`config.mk`:
```
export PLATFORM = sky130hd
export DESIGN_NAME = cfg_serial_tx
export DESIGN_NICKNAME = d
export VERILOG_FILES = /design/src/rtl/mandelbrot_cfg_pkg.sv /design/src/rtl/cfg_phase_timer.sv /design/src/rtl/cfg_serial_tx.sv
export SDC_FILE = /design/constraint.sdc
export NUM_CORES = 1
export LEC_CHECK = 0
export CORE_AREA = 8 8 80 110
export CTS_CLUSTER_SIZE = 25
export DETAILED_ROUTE_END_ITERATION = 6
export DIE_AREA = 0 0 88 118
export GPL_TIMING_DRIVEN = 0
export PLACE_DENSITY = 0.75
export SLEW_MARGIN = 20
export SYNTH_ARGS = -nofsm -noshare
export SYNTH_HDL_FRONTEND = slang
export SYNTH_SLANG_ARGS = --single-unit
```
`constraint.sdc`:
```
create_clock -name clk -period 3.01 [get_ports clk]
set_input_delay 0.602 -clock clk [delete_from_list [all_inputs] [get_ports clk]]
set_output_delay 0.602 -clock clk [all_outputs]
set_load 0.01 [all_outputs]
```
`src/rtl/mandelbrot_cfg_pkg.sv`:
```
// mandelbrot_cfg_pkg: config word layout and serial-link FSM states shared by the mandelbrot config transmitter and receiver
package mandelbrot_cfg_pkg;
  localparam int CFG_WIDTH = 52;
  localparam int CR_OFFSET_LSB = 0;
  localparam int CR_OFFSET_W = 16;
  localparam int CI_OFFSET_LSB = 16;
  localparam int CI_OFFSET_W = 16;
  localparam int SCALING_LSB = 32;
  localparam int SCALING_W = 7;
  localparam int CTR_SELECT_LSB = 39;
  localparam int CTR_SELECT_W = 3;
  localparam int MAX_CTR_LSB = 42;
  localparam int MAX_CTR_W = 10;
  typedef enum logic [2:0] {IDLE, SETUP, HIGH, LOW, TAIL} cfg_state_e;
  function automatic logic [CFG_WIDTH-1:0] cfg_pack(
    input logic [MAX_CTR_W-1:0] max_ctr,
    input logic [CTR_SELECT_W-1:0] ctr_select,
    input logic [SCALING_W-1:0] scaling,
    input logic [CI_OFFSET_W-1:0] ci_offset,
    input logic [CR_OFFSET_W-1:0] cr_offset
  );
    return {max_ctr, ctr_select, scaling, ci_offset, cr_offset};
  endfunction
endpackage

```
`src/rtl/cfg_phase_timer.sv`:
```
// cfg_phase_timer: counts HALF_PERIOD cycles per FSM state and flags the last and second-to-last cycle
module cfg_phase_timer #(
  parameter int HALF_PERIOD = 4
) (
  input  logic clk,
  input  logic rst_n,
  input  logic active,
  input  logic restart,
  output logic phase_end,
  output logic near_end
);
  localparam int TW = (HALF_PERIOD > 1) ? $clog2(HALF_PERIOD) : 1;
  logic [TW-1:0] t_q, t_d;
  always_comb begin
    phase_end = active && (t_q == TW'(HALF_PERIOD - 1));
    near_end = active && (t_q == TW'(HALF_PERIOD - 2));
    t_d = (!active || restart) ? '0 : t_q + 1'b1;
  end
  always_ff @(posedge clk) begin
    t_q <= !rst_n ? '0 : t_d;
  end
endmodule

```
`src/rtl/cfg_serial_tx.sv`:
```
// cfg_serial_tx: 3-wire (sen/sclk/sdata) serial master shifting a config word out LSB-first
module cfg_serial_tx
  import mandelbrot_cfg_pkg::*;
#(
  parameter int WIDTH = CFG_WIDTH,
  parameter int HALF_PERIOD = 4
) (
  input  logic             clk,
  input  logic             rst_n,
  input  logic             start,
  input  logic [WIDTH-1:0] data,
  output logic             busy,
  output logic             done,
  output logic             sen,
  output logic             sclk,
  output logic             sdata
);
  localparam int NW = (WIDTH > 1) ? $clog2(WIDTH) : 1;
  cfg_state_e state_q, state_d;
  logic [WIDTH-1:0] sr_q, sr_d;
  logic [NW-1:0] n_q, n_d;
  logic last_q, last_d;
  logic busy_q, busy_d, done_q, done_d, sen_q, sen_d, sclk_q, sclk_d, sdata_q, sdata_d;
  logic phase_end, near_end;
  cfg_phase_timer #(.HALF_PERIOD(HALF_PERIOD)) u_timer (
    .clk(clk),
    .rst_n(rst_n),
    .active(state_q != IDLE),
    .restart(state_d != state_q),
    .phase_end(phase_end),
    .near_end(near_end)
  );
  always_comb begin
    state_d = state_q;
    sr_d = sr_q;
    n_d = n_q;
    last_d = last_q;
    sdata_d = sdata_q;
    case (state_q)
      IDLE: if (start) begin
        state_d = SETUP;
        sr_d = data;
        n_d = '0;
        last_d = 1'b0;
        sdata_d = data[0];
      end
      SETUP: state_d = phase_end ? HIGH : SETUP;
      // the next bit is presented on the sclk fall so it is stable for a whole low phase before the rise
      HIGH: if (phase_end) begin
        state_d = LOW;
        last_d = n_q == NW'(WIDTH - 1);
        if (!last_d) begin
          sr_d = sr_q >> 1;
          n_d = n_q + 1'b1;
          sdata_d = sr_q[1];
        end
      end
      LOW: if (phase_end) begin
        state_d = last_q ? TAIL : HIGH;
        sdata_d = last_q ? 1'b0 : sdata_q;
      end
      TAIL: state_d = phase_end ? IDLE : TAIL;
      default: state_d = IDLE;
    endcase
    busy_d = state_d != IDLE;
    sen_d = state_d inside {SETUP, HIGH, LOW};
    sclk_d = state_d == HIGH;
    done_d = (state_q == TAIL) && near_end;
  end
  always_ff @(posedge clk) begin
    if (!rst_n) begin
      state_q <= IDLE;
      sr_q <= '0;
      n_q <= '0;
      last_q <= 1'b0;
      busy_q <= 1'b0;
      done_q <= 1'b0;
      sen_q <= 1'b0;
      sclk_q <= 1'b0;
      sdata_q <= 1'b0;
    end else begin
      state_q <= state_d;
      sr_q <= sr_d;
      n_q <= n_d;
      last_q <= last_d;
      busy_q <= busy_d;
      done_q <= done_d;
      sen_q <= sen_d;
      sclk_q <= sclk_d;
      sdata_q <= sdata_d;
    end
  end
  assign busy = busy_q;
  assign done = done_q;
  assign sen = sen_q;
  assign sclk = sclk_q;
  assign sdata = sdata_q;
endmodule

```
* Yosys cells after proc, flatten, opt, wreduce, memory -nomap -nowiden
Cells that the tools add are included.
** Storage, ports and cells
- Register bits after elaboration :: 69
- Bits of input ports :: 55
- Output and inout port bits :: 5
- Logic and storage cells :: 68
** Cells by class
- Add/subtract/negate cells :: 2
- Equality and inequality tests :: 16
- Multiplexer cells :: 24
- Bitwise logic cells :: 1
- Reductions and logical operators :: 15
** Operator list (number)
- two-way mux 52 bit :: 3
- one-hot mux 52 bit (2 select lines) :: 1
- two-way mux 6 bit :: 3
- two-way mux 3 bit :: 5
- one-hot mux 3 bit (5 select lines) :: 1
- equality test 3 x 2 -> 1 bit, second input constant :: 4
- one-hot mux 6 bit (2 select lines) :: 1
- nonzero test 3 bit :: 4
- inequality test 2 bit, second input constant :: 5
- two-way mux 1 bit :: 7
- adder 6 x 1 -> 6 bit, second input constant :: 1
- equality test 3 x 1 -> 1 bit, second input constant :: 2
- equality test 6 bit, second input constant :: 1
- AND reduction 6 bit :: 1
- equality test 2 bit, second input constant :: 2
- AND reduction 4 bit :: 1
- equality test 3 bit, second input constant :: 1
- logical AND 1 bit :: 3
- logical NOT 3 bit :: 1
- inequality test 3 bit :: 1
- one-hot mux 1 bit (3 select lines) :: 1
- AND reduction 3 bit :: 1
- adder 2 x 1 -> 2 bit, second input constant :: 1
- two-way mux 2 bit :: 1
- 6 further kinds :: 6

* Longest topological paths before layout
- Word-level depth :: 7
- Gate-level depth with buffers :: 6
- Depth with buffers taken out :: 5

* Cells and area by module
Synthesis repeated with hierarchy kept, for this count alone.
** Unflattened totals
- Cell total of the unflattened synthesis :: 265
- Area total of the unflattened synthesis :: 3091.7 sq um
** Modules (own cells, without submodules)
- cfg_serial_tx :: times used 1, cells an instance 256, area an instance 2985.4 sq um, sequential area each 1321.3 sq um
- cfg_phase_timer :: times used 1, cells an instance 9, area an instance 106.4 sq um, sequential area each 40.0 sq um

* Worst setup path before layout
OpenSTA, ideal clock, no wires.
- Kind :: input to register
- Start :: input port start
- End :: register busy_q, in the netlist busy
- Setup time :: 120 ps
- Arrival :: 1518 ps
- Data required time :: 2890 ps
- Path slack :: 1372 ps
- Stages :: 4
- Path through :: mux2_2 -> o2111a_1 -> or2_1 -> or2_1
** Between the ends
- Longest elaborated chain between the ends :: 3
** RTL lines
- from (decl) :: line cfg_serial_tx.sv:10 : input logic start,
- two-way mux 3 bit :: line cfg_serial_tx.sv:40 : IDLE: if (start) begin
- one-hot mux 3 bit (5 select lines) :: line cfg_serial_tx.sv:39 : case (state_q)
- nonzero test 3 bit :: line cfg_serial_tx.sv:65 : busy_d = state_d != IDLE;
- to (signal assigned) :: line cfg_serial_tx.sv:86 : busy_q <= busy_d;
- to (decl) :: line cfg_serial_tx.sv:23 : logic busy_q, busy_d, done_q, done_d, sen_q, sen_d, sclk_q, sclk_d, sdata_q, sdata_d;
No other way between the ends.
A chain may end at the register's enable or synchronous reset.

* Worst setup path in the final report
- Start :: input port start
- End :: register sr_q[25]
** Between the ends
- Longest elaborated chain between the ends :: 2
** RTL lines
- inequality test 2 bit (no line)
- AND reduction 4 bit (no line)
- to (signal assigned) :: line cfg_serial_tx.sv:83 : sr_q <= sr_d;
- to (decl) :: line cfg_serial_tx.sv:20 : logic [WIDTH-1:0] sr_q, sr_d;
No other way between the ends.

==> metrics.csv <==
stage;metric;value;unit
clocking;Max H-tree Level;3;
synthesis;number of synthesized flops with an enable pin;0;
timing;min Tclk post-route;2.04;ns
timing;Final WS setup;0.968;ns
power;Max VDD drop;0.303;mV
timing;Worst Skew;0.00809;ns
clocking;Reg clk slew, reported paths;0.08;ns
clocking;CTS root buffer;clkbuf_8;
power;Final Power;1.98;mW
route;final wirelength;7370;um
synthesis;cell area after synthesis;3120;um2
critical_path;RR Endpoint;sr_q[25];
route;Final ANT Viol Nets;0;
placement;pre-CTS setup slack;0.638;ns
floorplanning;die area;10400;um2
clocking;CTS Hold Bufs;0;
layout;Final Cell Area;4020;um2
critical_path;WS Path Type;in2reg;
synthesis;Mapped Cells;324;
layout;Core Util, Final;0.560;
synthesis;post-synth top area cell;dfxtp_1;
synthesis;area share of the largest cell type after synthesis;0.436;
layout;Total Nets Final;452;
timing;fmax;490;MHz
synthesis;Primary FF master, synth;dfxtp_1;
timing;Worst-Margin Slew;0.517;ns
clocking;Setup Buffers After CTS;0;
floorplanning;chip width;88;um
placement;Final HPWL DP;5240;um
power;static leakage;1.35;nW
timing;final hold slack;0.446;ns
critical_path;Worst R2R Path Depth;6;
route;DR vias;2742;
critical_path;CP required;3.26;ns
placement;area of placed instances;3830;um2
critical_path;critical path arrival;2.29;ns
critical_path;setup slack, reg-to-reg;1.10;ns
critical_path;crit start category;primary input;
synthesis;post-synth cell types;37;
global_route;largest net degree at the start of global routing;12;
min_path;worst hold endpoint;u_timer.t_q[0];
flow_run;MaxCap Viol Count;0;
timing;Final Cycle Share;0.678;
timing;Setup TNS;0;ns
global_route;vias in the first global route;2808;
critical_path;Worst Path Max Fanout;10;
timing;RSZ-0062 raised after global routing;false;
placement;Port Buffers;59;
floorplanning;# IOs;60;
clocking;worst-case clock buffer depth;2;
layout;non-filler cells in the finished layout;496;
clocking;Num Clock Sinks;68;
layout;# diodes;0;
critical_path;reg-to-reg startpoint;u_timer.t_q[0];
synthesis;Seq/Total Area, Yosys;0.436;
floorplanning;Row Count;37;
synthesis;#FFs+latches synth;68;
floorplanning;Initial Util;0.435;
clocking;Clk Latency, worst-skew pair;0.34;ns
layout;area delta synth->final;28.7;%
clocking;CTS tree;yes;
route;Detailed Routing Iterations Pass 1;4;
timing;Slew Viols, Final;0;
timing;Finish-stage setup viols;0;
route;DR vias/cell;5.53;
synthesis;synthesized area per cell;9.64;um2
min_path;worst hold stages;1;
placement;routability cong.;0.814;
outcome;status;complete, no violations;
placement;placed cells;480;
clocking;post_cts resized;0;
route;DRC Markers;0;
timing;Slew headroom;0.655;
global_route;first-pass GRT wire length;12600;um
synthesis;ys async rst share;0;
global_route;GRT Overall Usage;0.148;
synthesis;Synthesis Warnings;0;
floorplanning;Die H;118;um
route;Routed WL per cell;14.9;um
global_route;antenna violations before repair;0;
synthesis;syn nets;382;
synthesis;Synth area leaders;dfxtp_1, mux2i_1, a211oi_1;
global_route;GR Overflow Total;0;
min_path;worst min-delay path startpoint;u_timer.t_q[0];
clocking;Num CTS Buffers;9;
min_path;Hold Crit Class;reg2reg;
floorplanning;core area;7180;um2
power;power per cell area;493;nW/um2
critical_path;crit end category;register;
layout;layout cells sized above 1;0.0927;
timing;Final Hold Vio Count;0;
route;Iteration-0 DRC Markers;114;
per-layer routing:
metal  wire [um]  up-vias  track usage
met5           0        -            0
met2        3580       66        0.242
met3         372       12       0.0321
met4         141        0       0.0616
li1            -     1361            -
met1        3280     1303        0.178
sequential cells by signal, summed over array words and instances, names as in the netlist:
| register | count |
|---|---|
| last_q | 1 |
| done | 1 |
| sr_q | 51 |
| u_timer.t_q | 2 |
| busy | 1 |
| state_q | 3 |
| sdata | 1 |
| sclk | 1 |
| sen | 1 |
| n_q | 6 |
layout by cell type (no fill, tap or decap), types with 2 or more instances in the layout:
cell	count
a211oi_1	50
a21oi_1	57
and4_1	2
buf_2	13
buf_4	5
clkbuf_1	15
clkbuf_8	9
clkdlybuf4s50_1	59
clkinv_2	2
dfxtp_1	68
ha_1	3
inv_1	5
mux2i_1	52
nand2_1	8
nand3_1	2
nand4_1	3
nor2_1	9
nor4_1	3
o21a_1	2
o21ai_0	5
or2_1	2
or3_1	2
xnor2_1	4
cells in the mapped netlist, types with 2 or more instances:
cell and n:
dfxtp_1 68, inv_1 5, buf_2 13, ha_1 3
clkbuf_1 12, nor2_1 9, nor4_1 3, nand3_1 2
o21ai_0 5, or2_1 2, xnor2_1 4, buf_4 5
or3_1 2, and4_1 2, a21oi_1 57, nand4_1 3
a211oi_1 50, nand2_1 8, mux2i_1 52, o21a_1 2
final cells by class:
type	count	area, um2
Buffer	30	148
Clock buffer	12	135
Inverter	5	18.8
Timing Repair Buffer	59	591
Sequential cell	68	1360
Fill cell	655	3160
Multi-Input combinational cell	221	1600
Tap cell	97	121
Clock inverter	4	48.8
power by group:
part	leakage, nW	switching [mW]	internal [mW]
Combinational	0.692	0.117	0.141
Sequential	0.561	0.0320	0.961
Clock	0.0947	0.347	0.384
worst max-delay path by stage:
| stage | from | slack (ns) | to |
|---|---|---|---|
| final | start | 0.97 | sr_q[25] |
| after global routing | start | 0.82 | sr_q[25] |
| after CTS | start | 0.96 | sr_q[25] |
| after detailed placement | start | 0.64 | sr_q[19] |
| after global placement | start | 0.69 | sr_q[10] |
| after floorplan | start | 1.37 | busy |
worst max-delay path, cell delays in order:
cell             delay [ns]
clkdlybuf4s50_1        0.56
mux2i_1                0.18
nor2_2                 0.31
buf_2                  0.28
a21oi_1                0.12
a211oi_1               0.24
cell families (layout without fill, tap and decap cells):
kind of cell	after synthesis	count (layout)	share of synthesized area
AOI/OAI and AO/OA	119	119	0.239
xor gates and xnor gates	4	4	0.0112
muxes	53	53	0.170
DFF	68	68	0.436
buffers and inverters	35	110	0.0533
adders and majority gates	3	3	0.0120
and+or+nand+nor	42	42	0.0781
Note: power is estimated with default switching activity, not from simulation.
